[config.mk]
export PLATFORM = sky130hd
export DESIGN_NAME = clock_tick_scheduler
export DESIGN_NICKNAME = d
export VERILOG_FILES = /design/src/rtl/clock_tick_scheduler_pkg.sv /design/src/rtl/clock_tick_channel.sv /design/src/rtl/clock_tick_scheduler.sv
export SDC_FILE = /design/constraint.sdc
export NUM_CORES = 1
export LEC_CHECK = 0
export BUFFER_PORTS_ARGS = -buffer_cell sky130_fd_sc_hd__buf_2
export CORE_MARGIN = 5
export CORE_UTILIZATION = 60
export DETAILED_ROUTE_END_ITERATION = 10
export PLACE_DENSITY_LB_ADDON = 0.05
export SYNTH_ARGS = -nofsm -noshare
export SYNTH_HDL_FRONTEND = slang
export SYNTH_SLANG_ARGS = --single-unit
[constraint.sdc]
create_clock -name clk -period 5.2 [get_ports clk]
set_input_delay 1.04 -clock clk [delete_from_list [all_inputs] [get_ports clk]]
set_output_delay 1.04 -clock clk [all_outputs]
set_load 0.05 [all_outputs]
[src/rtl/clock_tick_scheduler_pkg.sv]
`default_nettype none
// ============================================================================
// Module      : clock_tick_scheduler_pkg
// Description : Shared definitions for the tick scheduler: config FSM state
//               encodings and the tap-select clamp helper.
// Revision    : 1.0 - initial release
// ============================================================================
package clock_tick_scheduler_pkg;

  // Config FSM states; encodings are fixed so they read the same in waves.
  typedef enum logic [1:0] {
    IDLE  = 2'd0,
    APPLY = 2'd1,
    WAIT  = 2'd2
  } cfg_state_e;

  // Out-of-range taps saturate to the slowest legal tap.
  function automatic int clamp_tap(input int tap, input int width);
    return (tap >= width) ? (width - 1) : tap;
  endfunction

endpackage
`default_nettype wire

[src/rtl/clock_tick_channel.sv]
`default_nettype none
// ============================================================================
// Module      : clock_tick_channel
// Description : One tick channel. Holds the enable/tap configuration and the
//               registered tick. tick_set is the combinational "tick will be
//               set at this edge" strobe, evaluated with the current (old)
//               configuration so a deferred update can land on it.
// Revision    : 1.0 - initial release
// ============================================================================
module clock_tick_channel
  import clock_tick_scheduler_pkg::*;
#(
  parameter int WIDTH = 16,
  parameter int SELW  = $clog2(WIDTH)
) (
  input  logic             clk,
  input  logic             reset,
  input  logic [WIDTH-1:0] cnt_next,
  input  logic             apply,
  input  logic             new_en,
  input  logic [SELW-1:0]  new_tap,
  output logic             en,
  output logic             tick,
  output logic             tick_set
);

  localparam logic [SELW-1:0] C_TOP_TAP = SELW'(WIDTH - 1);

  logic             r_en;
  logic [SELW-1:0]  r_tap;
  logic             r_tick;
  logic [SELW-1:0]  w_shift;
  logic [WIDTH-1:0] w_low_mask;
  logic [WIDTH-1:0] w_tap_bit;

  // value mod 2^(t+1) == 2^t  <=>  bits [t:0] of the value equal 1 << t
  assign w_shift    = C_TOP_TAP - r_tap;
  assign w_low_mask = {WIDTH{1'b1}} >> w_shift;
  assign w_tap_bit  = {{(WIDTH-1){1'b0}}, 1'b1} << r_tap;
  assign tick_set   = r_en & ((cnt_next & w_low_mask) == w_tap_bit);

  // Tick register follows the old config; apply only affects later edges.
  always_ff @(posedge clk or posedge reset) begin
    if (reset) begin
      r_en   <= 1'b0;
      r_tap  <= '0;
      r_tick <= 1'b0;
    end else begin
      r_tick <= tick_set;
      if (apply) begin
        r_en  <= new_en;
        r_tap <= new_tap;
      end
    end
  end

  assign en   = r_en;
  assign tick = r_tick;

endmodule
`default_nettype wire

[src/rtl/clock_tick_scheduler.sv]
`default_nettype none
// ============================================================================
// Module      : clock_tick_scheduler
// Description : Multi-channel tick-enable generator. A free-running prescaler
//               counter feeds per-channel tap comparators; a small config FSM
//               accepts valid/ready writes and defers tap changes on active
//               channels to their next tick boundary.
// Revision    : 1.0 - initial release
// ============================================================================
module clock_tick_scheduler
  import clock_tick_scheduler_pkg::*;
#(
  parameter int WIDTH    = 16,
  parameter int CHANNELS = 4,
  parameter int SELW     = $clog2(WIDTH),
  parameter int CHW      = (CHANNELS > 1) ? $clog2(CHANNELS) : 1
) (
  input  logic                clk,
  input  logic                reset,
  input  logic                cfg_valid,
  output logic                cfg_ready,
  input  logic [CHW-1:0]      cfg_channel,
  input  logic [SELW-1:0]     cfg_tap,
  input  logic                cfg_enable,
  input  logic                sync_restart,
  output logic [CHANNELS-1:0] tick,
  output logic [WIDTH-1:0]    prescaler_value,
  output logic                busy
);

  logic [WIDTH-1:0]    r_cnt;
  logic [WIDTH-1:0]    w_cnt_next;
  cfg_state_e          r_state;
  logic                r_cfg_ready;
  logic [CHW-1:0]      r_ch;
  logic [SELW-1:0]     r_tap;
  logic                r_en;
  logic [CHANNELS-1:0] w_ch_en;
  logic [CHANNELS-1:0] w_tick_set;
  logic [CHANNELS-1:0] w_apply_vec;
  logic [CHANNELS-1:0] w_tick;
  logic                w_target_en;
  logic                w_target_tick_set;
  logic                w_apply;
  logic                w_cfg_in_range;

  // Restart wins over increment; the channels compare against this value.
  assign w_cnt_next = sync_restart ? '0 : r_cnt + 1'b1;

  // Free-running prescaler with synchronous clear.
  always_ff @(posedge clk or posedge reset) begin
    if (reset) begin
      r_cnt <= '0;
    end else begin
      r_cnt <= w_cnt_next;
    end
  end

  // The pending config lands on the old config's tick (or a restart edge).
  assign w_apply = (r_state == APPLY) ||
                   ((r_state == WAIT) && (w_target_tick_set || sync_restart));

  assign w_cfg_in_range = int'(cfg_channel) < CHANNELS;

  // Channel select muxes and per-channel apply decode.
  always_comb begin
    w_target_en       = 1'b0;
    w_target_tick_set = 1'b0;
    w_apply_vec       = '0;
    for (int c = 0; c < CHANNELS; c++) begin
      if (int'(cfg_channel) == c) w_target_en = w_ch_en[c];
      if (int'(r_ch) == c) begin
        w_target_tick_set = w_tick_set[c];
        w_apply_vec[c]    = w_apply;
      end
    end
  end

  // Config FSM: latch request, then apply immediately or at the tick boundary.
  always_ff @(posedge clk or posedge reset) begin
    if (reset) begin
      r_state     <= IDLE;
      r_cfg_ready <= 1'b1;
      r_ch        <= '0;
      r_tap       <= '0;
      r_en        <= 1'b0;
    end else begin
      case (r_state)
        IDLE: begin
          // Out-of-range channels are consumed without touching anything.
          if (cfg_valid && r_cfg_ready && w_cfg_in_range) begin
            r_ch        <= cfg_channel;
            r_tap       <= SELW'(clamp_tap(int'(cfg_tap), WIDTH));
            r_en        <= cfg_enable;
            r_cfg_ready <= 1'b0;
            if (!w_target_en || !cfg_enable) begin
              r_state <= APPLY;
            end else begin
              r_state <= WAIT;
            end
          end
        end
        APPLY: begin
          r_state     <= IDLE;
          r_cfg_ready <= 1'b1;
        end
        WAIT: begin
          if (w_target_tick_set || sync_restart) begin
            r_state     <= IDLE;
            r_cfg_ready <= 1'b1;
          end
        end
        default: begin
          r_state     <= IDLE;
          r_cfg_ready <= 1'b1;
        end
      endcase
    end
  end

  generate
    for (genvar gi = 0; gi < CHANNELS; gi++) begin : g_channel
      clock_tick_channel #(
        .WIDTH (WIDTH),
        .SELW  (SELW)
      ) u_channel (
        .clk      (clk),
        .reset    (reset),
        .cnt_next (w_cnt_next),
        .apply    (w_apply_vec[gi]),
        .new_en   (r_en),
        .new_tap  (r_tap),
        .en       (w_ch_en[gi]),
        .tick     (w_tick[gi]),
        .tick_set (w_tick_set[gi])
      );
    end
  endgenerate

  assign tick            = w_tick;
  assign prescaler_value = r_cnt;
  assign cfg_ready       = r_cfg_ready;
  assign busy            = ~r_cfg_ready;

endmodule
`default_nettype wire
==> results of run 1 <==
==> per-stage QoR <==
stage | utilization [%] | setup slack (ns)
2_1_floorplan | - | 1.150
3_3_place_gp | 61.59 | 0.8238
3_5_place_dp | 61.59 | 0.6155
4_1_cts | 63.17 | 0.5737
5_1_grt | 63.17 | 0.1516
6_report | 63.17 | 0.4794
==> cell type report <==
cell class	instances	share of cell area [%]
clock buffer	5	1.527
clock inverter	3	0.9714
inverter	25	2.082
multi-input combinational	391	61.00
sequential	50	27.78
tap	99	2.748
timing repair buffer	34	3.886
==> layer usage <==
layer	wire (um)	up-vias
met5	0	-
met4	483	0
met3	1079	51
met2	5867	237
met1	5211	1965
li1	-	1953
==> cells in the final DEF, fill, tap and decap left out, drive strengths merged, types with 5 or more instances in the layout <==
cell type / count
nand2: 23
mux2i: 9
and3: 9
a211oi: 5
buf: 34
nand2b: 9
xnor2: 11
nor2b: 15
dfrtp: 49
inv: 23
o211ai: 6
a31oi: 7
and2: 20
a221o: 16
a311oi: 6
a22o: 30
nor4: 7
nor3: 20
o21ai: 24
clkbuf: 5
nand3: 15
a21oi: 19
and4: 5
mux2: 14
or3: 8
nand4: 6
nor2: 38
==> flip-flops by register name (all words and copies together), names as in the netlist <==
register / cells
cfg_ready: 1
g_channel.u_channel.en: 4
g_channel.u_channel.r_tap: 16
g_channel.u_channel.tick: 4
prescaler_value: 16
r_ch: 2
r_en: 1
r_state: 2
r_tap: 4
==> final timing paths <==
kind / cells past startpoint / slack [ns] / startpoint / to
max in group asynchronous: 2 / 3.54 / reset / prescaler_value[12]
hold / removal: 1 / 0.58 / g_channel[3].u_channel.en / g_channel[3].u_channel.en
setup reg to reg: 12 / 0.48 / prescaler_value[0] / g_channel[1].u_channel.r_tap[3]
hold reg to reg: 1 / 0.58 / g_channel[3].u_channel.en / g_channel[3].u_channel.en
min in group asynchronous: 2 / 0.98 / reset / prescaler_value[4]
setup / recovery: 12 / 0.48 / prescaler_value[0] / g_channel[1].u_channel.r_tap[3]
==> power groups by stage <==
stage               clock, mW  combinational, mW  sequential, mW
floorplan                   0              0.124           0.433
global placement            0              0.145           0.456
detailed placement          0              0.150           0.458
CTS                     0.293              0.151           0.450
global route            0.312              0.167           0.454
finish                  0.286              0.152           0.452
==> cells by family after synthesis <==
group | count (synthesis) | share of synthesized area (%)
flops | 50 | 28.99
compound gates | 162 | 29.34
mux | 25 | 6.777
simple gates | 189 | 24.41
xor+xnor | 14 | 2.838
buf+inv | 70 | 7.356
fa+ha+maj | 1 | 0.2896
==> flow_summary.yaml, run 1 <==
run_status:
  outcome: "complete, no violations"
clocking:
  clkSlewWorstSetupHoldPaths_ns: 0.11
  cts_buffers: 5
  cts_tree: "done"
  root_buffer: "clkbuf_8"
  post_cts.repair.setup_buffers: 0
  postCtsHoldBufs: 0
  cts_resized: 0
  cts.sinks: 50
  cts-htree-levels: 2
  ctsLongestPathBuffers: 2
  insertion_delay_ns: 0.31
global_routing:
  grt_util_met2_pct: 47.80
  antenna_found_initial: 0
  gr-usage-met3_pct: 5.976
  grt_max_degree: 51
  grt_usage_pct: 29.25
  overflow: 0
  busiest_layer: "met2"
  groute.layer.met1.usage_pct: 37.49
  grt_pass1_vias: 3967
  grt_pass1_wl_mm: 20.42
sta:
  min_period_ns: 4.721
  tns_ns: 0
  relSlewSlack_pct: 28.26
  period_share_pct: 90.78
  setup_viol: 0
  worstMarginPinSlew_ns: 1.075
  whs_ns: 0.5831
  fin_skew_ns: 0.009881
  rsz0062_at_grt: "false"
  fmax_mhz: 211.8
  hold_violations: 0
  final_max_slew_viol_count: 0
yosys:
  yosys-top-cells-area: "dfrtp_1, a22o_1, a221o_1"
  async_flop_share_pct: 100.0
  ys_seq_area_share_pct: 28.99
  ys_ff_latch: 50
  ys.warnings.count: 0
  yosysMostFrequentCell: "dfrtp_1"
  ys_types: 79
  yosysTopAreaCell: "dfrtp_1"
  synth_ff_type: "dfrtp_1"
  synth_edf_count: 0
  synth.top_cell.area_share_pct: 28.38
  syn_nets: 523
  syn_area_um2: 4320
  synth_cells: 511
  synth_area_per_cell_um2: 8.455
  synth_common_cells: "dfrtp_1, nor2_1, a22o_1"
drt:
  drcViolationCount: 0
  drtIter0Drc: 428
  first_pass_iters: 6
  vias_per_cell: 6.929
  wl_per_cell_um: 20.83
  vias: 4206
  wirelength_mm: 12.64
  ant_nets: 0
floorplanning:
  num_rows: 31
  dieArea_um2: 8997
  chipHeight_um: 94.86
  die_w_um: 94.86
  io_pins: 33
  start_util_pct: 60.54
  core-area_um2: 7137
cells_and_area:
  seq_area_um2: 1252
  fillers: 651
  drive_above_1_share_pct: 14.57
  layout.nets: 519
  fin_area_um2: 4508
  antennaDiodeCount: 0
  synthToLayoutAreaGrowth_pct: 4.344
  final_cells: 607
  multi_input_area_um2: 2750
flow_run:
  cap_violations: 0
worst_setup_path:
  cp_num_buf_inv: 1
  path_max_fanout: 15
  worstPathCellList: "ha_1 -> nand3_1 -> nor4_2 -> mux2i_1 -> clkinv_1 -> or3_1 -> a311oi_1 -> a31oi_1 -> and3_1 -> a222oi_1 -> nor3b_4 -> a221o_1"
  max_stage_delay_ns: 0.66
  critPathTopFamily: "simple AND/OR/NAND/NOR gates"
  path_class: "flip-flop to flip-flop"
  crit_required_ns: 5.45
  crit_slowest_cell: "nor3b_4"
  crit_path_start_kind: "flip-flop"
  cp-end-kind: "flip-flop"
  arrival_ns: 4.97
power_and_ir_drop:
  p_sw_share_pct: 31.16
  pwr-share-comb_pct: 17.1
  p_int_mw: 0.6128
  clkPwrFrac_pct: 32.2
  switchingPower_mw: 0.2774
  total_power_mw: 0.8902
  vdd_drop_max_uv: 190.3
  power.leakage_nw: 1.910
  p_per_area_nw_per_um2: 197.5
  pwr-share-seq_pct: 50.8
worst_hold_path:
  min_path_type: "flip-flop to flip-flop"
placed_design:
  port_buffers: 32
  placed_cell_area_um2: 4395
  gp_congestion: 1.020
  dp.cells: 599
  place.detailed.hpwl_mm: 9.188
Note: power is estimated with default switching activity, not from simulation.
==> inputs of run 2 (changes only) <==
--- a/config.mk
+++ b/config.mk
@@ -8,8 +8,9 @@
 export BUFFER_PORTS_ARGS = -buffer_cell sky130_fd_sc_hd__buf_2
 export CORE_MARGIN = 5
 export CORE_UTILIZATION = 60
+export CTS_CLUSTER_SIZE = 24
 export DETAILED_ROUTE_END_ITERATION = 10
-export PLACE_DENSITY_LB_ADDON = 0.05
+export PLACE_DENSITY = 0.8
 export SYNTH_ARGS = -nofsm -noshare
 export SYNTH_HDL_FRONTEND = slang
 export SYNTH_SLANG_ARGS = --single-unit
==> flow_summary.yaml, run 2 (synthesized netlist as in run 1, its figures left out) <==
power_and_ir_drop:
  p_per_area_nw_per_um2: 196.1
  power.leakage_nw: 1.898
  vdd_drop_max_uv: 180.6
  total_power_mw: 0.8822
drt:
  drcViolationCount: 0
  vias: 4188
  vias_per_cell: 6.911
  wirelength_mm: 12.19
  first_pass_iters: 5
  ant_nets: 0
  wl_per_cell_um: 20.11
  drtIter0Drc: 413
sta:
  setup_viol: 0
  final_max_slew_viol_count: 0
  worstMarginPinSlew_ns: 1.063
  hold_violations: 0
  rsz0062_at_grt: "false"
  layout_setup_ws_ns: 0.6028
  tns_ns: 0
  relSlewSlack_pct: 29.03
  whs_ns: 0.5630
  period_share_pct: 88.41
  fin_skew_ns: 0.02217
  min_period_ns: 4.597
  fmax_mhz: 217.5
worst_setup_path:
  reg2reg_to: "g_channel[0].u_channel.r_tap[0]"
  crit_required_ns: 5.44
  crit_path_start_kind: "flip-flop"
  cp-end-kind: "flip-flop"
  path_class: "flip-flop to flip-flop"
  arrival_ns: 4.84
  r2r_setup_slack_ns: 0.60
  rr_startpoint: "prescaler_value[0]"
  ff2ff_path_depth: 12
  path_max_fanout: 15
floorplanning:
  num_rows: 31
  die_w_um: 94.86
  dieArea_um2: 8997
  chipHeight_um: 94.86
  io_pins: 33
  core-area_um2: 7137
  start_util_pct: 60.54
cells_and_area:
  multi_input_area_um2: 2750
  antennaDiodeCount: 0
  final_cell_mix: "dfrtp_1, nor2_1, buf_2, a22o_1, nand2_1"
  layout_commonest_cell: "dfrtp_1"
  layout.nets: 518
  seq_area_um2: 1252
  drive_above_1_share_pct: 14.20
  fin_area_um2: 4498
  fillers: 677
  synthToLayoutAreaGrowth_pct: 4.112
worst_hold_path:
  whs_endpoint: "g_channel[3].u_channel.en"
  hold_depth: 1
  min-delay-start: "g_channel[3].u_channel.en"
  min_path_type: "flip-flop to flip-flop"
global_routing:
  grt_pass1_vias: 3941
  grt_usage_pct: 28.68
  antenna_found_initial: 0
  grt_max_degree: 51
  grt_pass1_wl_mm: 20.40
  overflow: 0
clocking:
  postCtsHoldBufs: 0
  clkSlewWorstSetupHoldPaths_ns: 0.09
  cts_resized: 0
  post_cts.repair.setup_buffers: 0
  ctsLongestPathBuffers: 2
  cts-htree-levels: 2
  cts_buffers: 5
  cts.sinks: 50
  cts_tree: "done"
  insertion_delay_ns: 0.32
  root_buffer: "clkbuf_8"
flow_run:
  cap_violations: 0
placed_design:
  place.detailed.hpwl_mm: 8.994
  gp_congestion: 0.9658
  placed_cell_area_um2: 4388
  dp_slack_ns: 0.6733
  port_buffers: 32
run_status:
  outcome: "complete, no violations"
[run 2: cell count changes in the layout (fill, tap and decap cells not counted), sizes merged]
cell / change
clkbuf: +1
buf: -1
clkinvlp: +1
clkinv: -1
inv: -1
[run 2: worst max-delay path, stage by stage, from the launching register on]
cell and delay, ns:
dfrtp_1 0.52, ha_1 0.39, nand3_1 0.24, nor4_2 0.43, mux2i_1 0.45, clkinv_1 0.28, or3_1 0.36, a311oi_1 0.21
a31oi_1 0.06, and3_1 0.19, a222oi_1 0.47, nor3b_4 0.65, a221o_1 0.27
[run 2: area by class of cell]
cell class | instances | share of cell area [%]
clock inverter | 2 | 0.8345
tap | 99 | 2.754
clock buffer | 6 | 1.613
multi-input combinational | 391 | 61.14
timing repair buffer | 33 | 3.727
sequential | 50 | 27.84
inverter | 25 | 2.086
[run 2: where the power goes]
part,leakage [nW],switching (mW),internal (mW),total (mW)
sequential,0.607,0.0438,0.405,0.449
clock,0.0514,0.137,0.144,0.281
combinational,1.24,0.0892,0.0636,0.153
total,1.90,0.270,0.612,0.882
[run 2: how the worst max path moves through the flow]
stage	startpoint	end	slack, ns	depth (start not counted)
after floorplan	prescaler_value[1]	g_channel[0].u_channel.en	1.15	14
after global placement	sync_restart	g_channel[2].u_channel.r_tap[0]	0.86	11
after detailed placement	sync_restart	g_channel[0].u_channel.r_tap[0]	0.67	11
after CTS	prescaler_value[0]	g_channel[0].u_channel.r_tap[0]	0.66	12
after global routing	prescaler_value[0]	g_channel[0].u_channel.r_tap[0]	0.18	12
final	prescaler_value[0]	g_channel[0].u_channel.r_tap[0]	0.60	12
[run 2: per-layer routing]
| layer | vias up | wire [um] | global-route usage, % |
|---|---|---|---|
| li1 | 1941 | - | - |
| met1 | 1999 | 5099 | 39.34 |
| met2 | 221 | 5809 | 47.27 |
| met3 | 27 | 987 | 2.948 |
| met4 | 0 | 292 | 9.615 |
| met5 | - | 0 | 0 |
[run 2: metrics by stage]
step	utilization [%]	std cells
2_1_floorplan	-	511
3_3_place_gp	61.48	598
3_5_place_dp	61.48	598
4_1_cts	63.03	606
5_1_grt	63.03	606
6_report	63.03	606
